`config.mk`:
```
export PLATFORM = sky130hd
export DESIGN_NAME = dispense_sequencer
export DESIGN_NICKNAME = d
export VERILOG_FILES = /design/src/rtl/dispense_sequencer.sv
export SDC_FILE = /design/constraint.sdc
export NUM_CORES = 1
export LEC_CHECK = 0
export BUFFER_PORTS_ARGS = -buffer_cell sky130_fd_sc_hd__buf_2
export CAP_MARGIN = 20
export CORE_MARGIN = 5
export CORE_UTILIZATION = 45
export CTS_CLUSTER_SIZE = 12
export DETAILED_ROUTE_END_ITERATION = 12
export GPL_TIMING_DRIVEN = 0
export PLACE_DENSITY = 0.67
export SYNTH_ARGS = -nofsm -noshare
export SYNTH_HDL_FRONTEND = slang
export SYNTH_SLANG_ARGS = --single-unit
export TNS_END_PERCENT = 10
```
`constraint.sdc`:
```
create_clock -name clk -period 1.8 [get_ports clk]
set_input_delay 0.18 -clock clk [delete_from_list [all_inputs] [get_ports clk]]
set_output_delay 0.18 -clock clk [all_outputs]
set_load 0.02 [all_outputs]
```
`src/rtl/dispense_sequencer.sv`:
```
// Beverage dispense sequencer: steps through the ingredient valves of the
// selected recipe, one phase per ingredient, each lasting a fixed number of ticks.
module dispense_sequencer #(
    parameter int T_AGUA   = 3,
    parameter int T_CAFE   = 2,
    parameter int T_LECHE  = 2,
    parameter int T_CHOC   = 2,
    parameter int T_AZUCAR = 1
) (
    input  logic       clk,
    input  logic       reset,
    input  logic       start,
    input  logic [1:0] recipe,
    input  logic       sugar_en,
    input  logic       tick,
    input  logic       abort,
    output logic       agua,
    output logic       cafe,
    output logic       leche,
    output logic       chocolate,
    output logic       azucar,
    output logic       busy,
    output logic       done,
    output logic       aborted,
    output logic [2:0] step,
    output logic [3:0] remaining
);

    // start, tick and abort are level qualifiers sampled on each rising edge;
    // there is no ready/acknowledge: start is accepted only in IDLE, abort only
    // in ingredient phases, tick only in ingredient phases, and abort beats both.

    typedef enum logic [2:0] {
        S_IDLE   = 3'd0,
        S_AGUA   = 3'd1,
        S_CAFE   = 3'd2,
        S_LECHE  = 3'd3,
        S_CHOC   = 3'd4,
        S_AZUCAR = 3'd5,
        S_FIN    = 3'd6
    } state_t;

    localparam logic [3:0] LEN_AGUA   = 4'(T_AGUA);
    localparam logic [3:0] LEN_CAFE   = 4'(T_CAFE);
    localparam logic [3:0] LEN_LECHE  = 4'(T_LECHE);
    localparam logic [3:0] LEN_CHOC   = 4'(T_CHOC);
    localparam logic [3:0] LEN_AZUCAR = 4'(T_AZUCAR);

    state_t     state;
    logic [1:0] recipe_q;
    logic       sugar_q;

    function automatic logic [3:0] phase_len(input state_t s);
        logic [3:0] len;
        len = 4'd0;
        case (s)
            S_AGUA:   len = LEN_AGUA;
            S_CAFE:   len = LEN_CAFE;
            S_LECHE:  len = LEN_LECHE;
            S_CHOC:   len = LEN_CHOC;
            S_AZUCAR: len = LEN_AZUCAR;
            default:  len = 4'd0;
        endcase
        return len;
    endfunction

    // Valve order in the returned vector: agua, cafe, leche, chocolate, azucar.
    function automatic logic [4:0] valve_map(input state_t s);
        logic [4:0] v;
        v = 5'b00000;
        case (s)
            S_AGUA:   v = 5'b10000;
            S_CAFE:   v = 5'b01000;
            S_LECHE:  v = 5'b00100;
            S_CHOC:   v = 5'b00010;
            S_AZUCAR: v = 5'b00001;
            default:  v = 5'b00000;
        endcase
        return v;
    endfunction

    // Sugar is always the last ingredient; without it the last phase ends in FIN.
    function automatic state_t next_phase(input state_t cur, input logic [1:0] r,
                                          input logic s);
        state_t tail;
        state_t nxt;
        tail = s ? S_AZUCAR : S_FIN;
        nxt  = S_FIN;
        case (cur)
            S_AGUA:  nxt = (r == 2'd2) ? S_CHOC : S_CAFE;
            S_CAFE: begin
                case (r)
                    2'd1:    nxt = S_LECHE;
                    2'd3:    nxt = S_CHOC;
                    default: nxt = tail;
                endcase
            end
            S_CHOC:  nxt = (r == 2'd2) ? S_LECHE : tail;
            S_LECHE: nxt = tail;
            default: nxt = S_FIN;
        endcase
        return nxt;
    endfunction

    // Every state change goes through here so the outputs stay registered Moore
    // values of the state being entered.
    task automatic enter(input state_t s);
        state                                  <= s;
        step                                   <= s;
        remaining                              <= phase_len(s);
        {agua, cafe, leche, chocolate, azucar} <= valve_map(s);
        busy                                   <= (s != S_IDLE);
        done                                   <= (s == S_FIN);
    endtask

    always_ff @(posedge clk or negedge reset) begin
        if (!reset) begin
            state     <= S_IDLE;
            step      <= 3'd0;
            remaining <= 4'd0;
            agua      <= 1'b0;
            cafe      <= 1'b0;
            leche     <= 1'b0;
            chocolate <= 1'b0;
            azucar    <= 1'b0;
            busy      <= 1'b0;
            done      <= 1'b0;
            aborted   <= 1'b0;
            recipe_q  <= 2'd0;
            sugar_q   <= 1'b0;
        end else begin
            done    <= 1'b0;
            aborted <= 1'b0;
            case (state)
                S_IDLE: begin
                    if (start && !abort) begin
                        recipe_q <= recipe;
                        sugar_q  <= sugar_en;
                        enter(S_AGUA);
                    end
                end
                S_FIN: begin
                    enter(S_IDLE);
                end
                S_AGUA, S_CAFE, S_LECHE, S_CHOC, S_AZUCAR: begin
                    if (abort) begin
                        enter(S_IDLE);
                        aborted <= 1'b1;
                    end else if (tick) begin
                        if (remaining == 4'd1) begin
                            enter(next_phase(state, recipe_q, sugar_q));
                        end else begin
                            remaining <= remaining - 4'd1;
                        end
                    end
                end
                default: begin
                    enter(S_IDLE);
                end
            endcase
        end
    end

endmodule
```
# Word-level counts from Yosys, hierarchy flattened
# Index checks and enable logic that the tools add are counted.
[op_classes]
addsub = 1
n_mul = 0
div = 0
magnitude_cmp = 0
eq_ne = 18
shifts = 0
n_mux = 53
bitwise_logic = 0
reduce_logical = 9
[op_table]
columns = ["cell", "count"]
rows = [
  ["$mux W3", 10],
  ["$mux W1", 26],
  ["$pmux W5 S5", 1],
  ["$mux W4", 4],
  ["$eq A3 B3 Y1 const B", 5],
  ["$eq A3 B2 Y1 const B", 4],
  ["$pmux W1 S2", 6],
  ["$pmux W3 S2", 2],
  ["$pmux W3 S4", 1],
  ["$pmux W4 S2", 1],
  ["$eq A3 B1 Y1 const B", 2],
  ["$ne A3 B3 Y1 const B", 2],
  ["$pmux W2 S3", 1],
  ["$reduce_or A5 Y1", 1],
  ["$eq A2 B2 Y1 const B", 2],
  ["$eq A4 B1 Y1 const B", 1],
  ["$reduce_and A2 Y1", 2],
  ["$sub A4 B1 Y4 const B", 1],
  ["$logic_not A3 Y1", 1],
  ["$reduce_and A3 Y1", 1],
  ["$reduce_bool A3 Y1", 1],
  ["$reduce_or A3 Y1", 1],
  ["$eq A2 B1 Y1 const B", 1],
  ["$mux W2", 1],
  ["other kinds (3)", 3],
]
[totals]
register_bits = 18
latchBits = 0
ram_bits = 0
rom_bits = 0
input_bits = 8
output_inout_bits = 15
mem_count = 0

# Depth between registers and ports, before layout
[depth]
word_depth = 14
ltp_mapped = 7
mapped_depth_nobuf = 7

# Worst setup path before layout
# OpenSTA, ideal clock, no wires.
[synth_timing]
kind = "reg-to-reg"
startpoint = "register state[0]"
endpoint = "register recipe_q[0]"
arrival_time_ns = 1.701
setup_slack_ns = -0.026
stages_incl_launch_ff = 7
synth_period_minus_slack_ns = 1.826
path_cell_list = "dfrtp_1 -> buf_4 -> nor3_4 -> o21ai_0 -> and3_1 -> nand2_2 -> mux2_2"
[synth_via]
elab_chain_len = 2
[synth_rtl]
columns = ["element", "line", "source"]
rows = [
  ["start: declaration", "49", "state_t state;"],
  ["start signal: assignment", "118", "state <= S_IDLE;"],
  ["$logic_not A3 Y1", "134", "case (state)"],
  ["$reduce_and A2 Y1 (no source line)", "n/a", ""],
  ["end signal: assignment", "137", "recipe_q <= recipe;"],
  ["end: declaration", "50", "logic [1:0] recipe_q;"],
]
# No other way between the ends.
# A chain may end at the register's enable or synchronous reset.

# Worst setup path in the final report
[layout_timing]
startpoint = "register state[0]"
endpoint = "register azucar"
[layout_via]
elab_chain_len = 12
[layout_rtl]
columns = ["element", "line", "source"]
rows = [
  ["$eq A3 B2 Y1 (tied with other cells)", "89, 134", ""],
  ["$pmux W3 S4", "89", "case (cur)"],
  ["$mux W3", "150", "if (remaining == 4'd1) begin"],
  ["$mux W3", "149", "end else if (tick) begin"],
  ["$mux W3", "146", "if (abort) begin"],
  ["$mux W3", "134", ""],
  ["$eq A3 B3 Y1 (tied with other cells)", "71", "case (s)"],
  ["$pmux W5 S5", "71", ""],
  ["$mux W1", "150", ""],
  ["$mux W1", "149", ""],
  ["$mux W1", "146", ""],
  ["$pmux W1 S2", "134", ""],
  ["end signal: assignment", "125", "azucar <= 1'b0;"],
  ["end: declaration", "21", "output logic azucar,"],
]
# Parallel ways exist; a longest one is shown, timed or not. The select of a mux whose other input is x is not followed.

==> impl_metrics.env <==
export IMPL_ctsHtreeMaxLevel=1
export IMPL_clock_fmax_mhz=581
export IMPL_tritoncts="yes"
export IMPL_track_usage_pct=16.8
export IMPL_r2r_start="state[0]"
export IMPL_ys_flop_type="dfrtp_1"
export IMPL_path_class="reg -> reg"
export IMPL_final_layout_size_suffix_gt1_share_pct=34.8
export IMPL_synth_simple_area_share_pct=30.1
export IMPL_synthTopCellsByArea="dfrtp_1 38%, nand2_1 5.7%, o21ai_0 5.1%"
export IMPL_placedCellCount=179
export IMPL_crit_path_max_fanout=10
export IMPL_synth_xor_xnor_area_share_pct=1.49
export IMPL_powerDensity_nw_per_um2=1860
export IMPL_synthCells=128
export IMPL_yosysSeqAreaShare_pct=38.2
export IMPL_ff2ff_setup_slack_ns=0.08
export IMPL_synth_edf_count=0
export IMPL_cp_arrival_ns=1.97
export IMPL_synthTopCellsByCount="18 x dfrtp_1, 18 x nand2_1, 12 x nor2_1, 12 x o21ai_0, 7 x a21oi_1"
export IMPL_endpoint="azucar"
export IMPL_fin_crit_sh_pct=95.7
export IMPL_ys_warn_count=0
export IMPL_synth_area_leader_cell="dfrtp_1"
export IMPL_leakage_uw=0.000679
export IMPL_core_area_um2=2500
export IMPL_run_status="complete, no violations"
export IMPL_end_kind="flip-flop"
export IMPL_hpwlAfterDp_um=2040
export IMPL_io_buffers=21
export IMPL_nFillCells=217
export IMPL_insertion_delay_ns=0.30
export IMPL_via_count=1070
export IMPL_cts_buffers=3
export IMPL_postLayoutCellArea_um2=1470
export IMPL_grt_pass1_vias=1027
export IMPL_setup_viol=0
export IMPL_crit_required_ns=2.04
export IMPL_max_cap_violations=0
export IMPL_synth_top_family_by_area="simple AND/OR/NAND/NOR gates"
export IMPL_nNetsFinal=172
export IMPL_place_area_um2=1320
export IMPL_holdWs_ns=0.103
export IMPL_cp_startpoint="state[0]"
export IMPL_muxShareOfSynthArea_pct=2.87
export IMPL_rows=18
export IMPL_synth_async_reset_ratio_pct=100
export IMPL_route_detailed_drc=0
export IMPL_netlist_area_um2=1180
export IMPL_antenna_found_initial=0
export IMPL_reg2regPathDepth=7
export IMPL_wl_per_cell_um=15.7
export IMPL_n_antenna_cell=0
export IMPL_syn_nets=138
export IMPL_area_delta_synth_final_pct=24.9
export IMPL_ios=23
export IMPL_totalWireLength_um=3000
export IMPL_skew_ns=0.00716
export IMPL_gp_congestion=0.848
export IMPL_synth_top_area_share_pct=38.2
export IMPL_max_slew_margin_rel_pct=70.3
export IMPL_dr_pass1_iters=4
export IMPL_r2r_end="azucar"
export IMPL_dieWidth_um=61.2
export IMPL_p_total_uw=2740
export IMPL_clk_pin_slew_ns=0.11
export IMPL_crit_path_start_kind="flip-flop"
export IMPL_synth_compound_area_share_pct=19.6
export IMPL_start_util_pct=47.1
export IMPL_die_area_um2=3740
export IMPL_cts_root_buffer="clkbuf_4"
export IMPL_holdCritPathClass="in -> reg"
export IMPL_peakVddDrop_mv=1.21
export IMPL_ys_ff_latch=18
export IMPL_final_max_slew_viol_count=0
export IMPL_layout_cells_non_filler=191
export IMPL_viasPerCell=5.60
export IMPL_grt_max_degree=19
export IMPL_overflow=0
export IMPL_rsz0062_at_grt="true"
export IMPL_fp_dieH_um=61.2
export IMPL_fin_util_pct=58.9
export IMPL_avgSynthCellArea_um2=9.21
export IMPL_final_hold_viol_count=0
export IMPL_clockBufferDepth=2
export IMPL_grt_pass1_wl_um=4760
export IMPL_drt_initial_drc_count=52
export IMPL_ys_types=43
export IMPL_final_antenna_net_count=0
export IMPL_worstMarginPinSlew_ns=0.441
export IMPL_clock_sinks=18
export IMPL_synthAdderAreaFrac_pct=2.12
export IMPL_finalCriticalPeriod_ns=1.72
-- worst min path at each step --
stage | cells after the start | end | from | slack, ns
3_5_place_dp | 1 | remaining[3] | reset | 0.15
2_1_floorplan | 0 | aborted | reset | -0.12
3_3_place_gp | 1 | remaining[3] | reset | 0.13
6_report | 2 | sugar_q | sugar_en | 0.10
4_1_cts | 2 | recipe_q[0] | recipe[0] | 0.10
5_1_grt | 2 | recipe_q[1] | recipe[1] | 0.11
-- report_power, final --
group | internal (uW) | leakage (uW) | total (uW) | switching, uW
clock network | 86.5 | 0.0000150 | 221 | 135
registers | 550 | 0.000229 | 700 | 150
logic | 818 | 0.000435 | 1820 | 1000
total | 1450 | 0.000679 | 2740 | 1290
-- layout by cell type, fill, tap and decap left out, drive strengths merged, types with 3 or more instances in the layout --
| master | count |
|---|---|
| nand2 | 19 |
| mux2 | 3 |
| dfrtp | 18 |
| o21ai | 13 |
| inv | 5 |
| buf | 31 |
| clkbuf | 7 |
| o31ai | 3 |
| a21oi | 7 |
| nor2 | 12 |
| nor2b | 6 |
-- through the flow --
step	setup WS, ns	TNS, ns
final	0.0775	0
after detailed placement	-0.110	-0.388
after global placement	-0.0716	-0.248
after CTS	-0.0297	-0.0297
after floorplan	-0.000557	-0.000557
after global routing	-0.0177	-0.0304
-- flip-flops by register name, indices dropped and copies added, names as in the netlist --
register	count
recipe_q	2
busy	1
chocolate	1
remaining	4
leche	1
aborted	1
state	3
done	1
cafe	1
azucar	1
agua	1
sugar_q	1
-- layer usage --
metal	wire length [um]	track usage, %
met5	0	0
met1	1280	22.7
met4	33	6.50
met2	1470	27.3
met3	223	2.31
-- cells by family after synthesis --
group,after synthesis
adders and majority gates,2
buffers and inverters,12
xor gates and xnor gates,2
DFF,18
and+or+nand+nor,57
AOI/OAI and AO/OA,34
muxes,3
-- repair_timing --
item                                    in CTS  in global routing
resized for setup                            1                 12
setup buffers                                3                  2
endpoints found under the setup margin       6                 15
hold buffers                                 1                  0
hold endpoints to repair                    18                  0
pin swaps                                    2                  7
gates cloned                                 0                  2
-- worst max-delay path: stages, from the launching register on --
cell	delay, ns
dfrtp_1	0.38
buf_6	0.15
nor3_4	0.05
buf_12	0.12
nor3b_4	0.29
nand3_2	0.17
or3_4	0.39
o21ai_2	0.12
-- area by class of cell --
| type | instances | area, um^2 | area share [%] |
|---|---|---|---|
| repair buffers | 28 | 174 | 11.8 |
| well taps | 30 | 37.5 | 2.55 |
| plain buffers | 7 | 51.3 | 3.48 |
| clock buffers | 4 | 26.3 | 1.78 |
| inverters | 5 | 18.8 | 1.27 |
| multi-input cells | 99 | 713 | 48.4 |
| flip-flops and latches | 18 | 452 | 30.7 |
No activity file was read; power rests on OpenSTA's default activity.
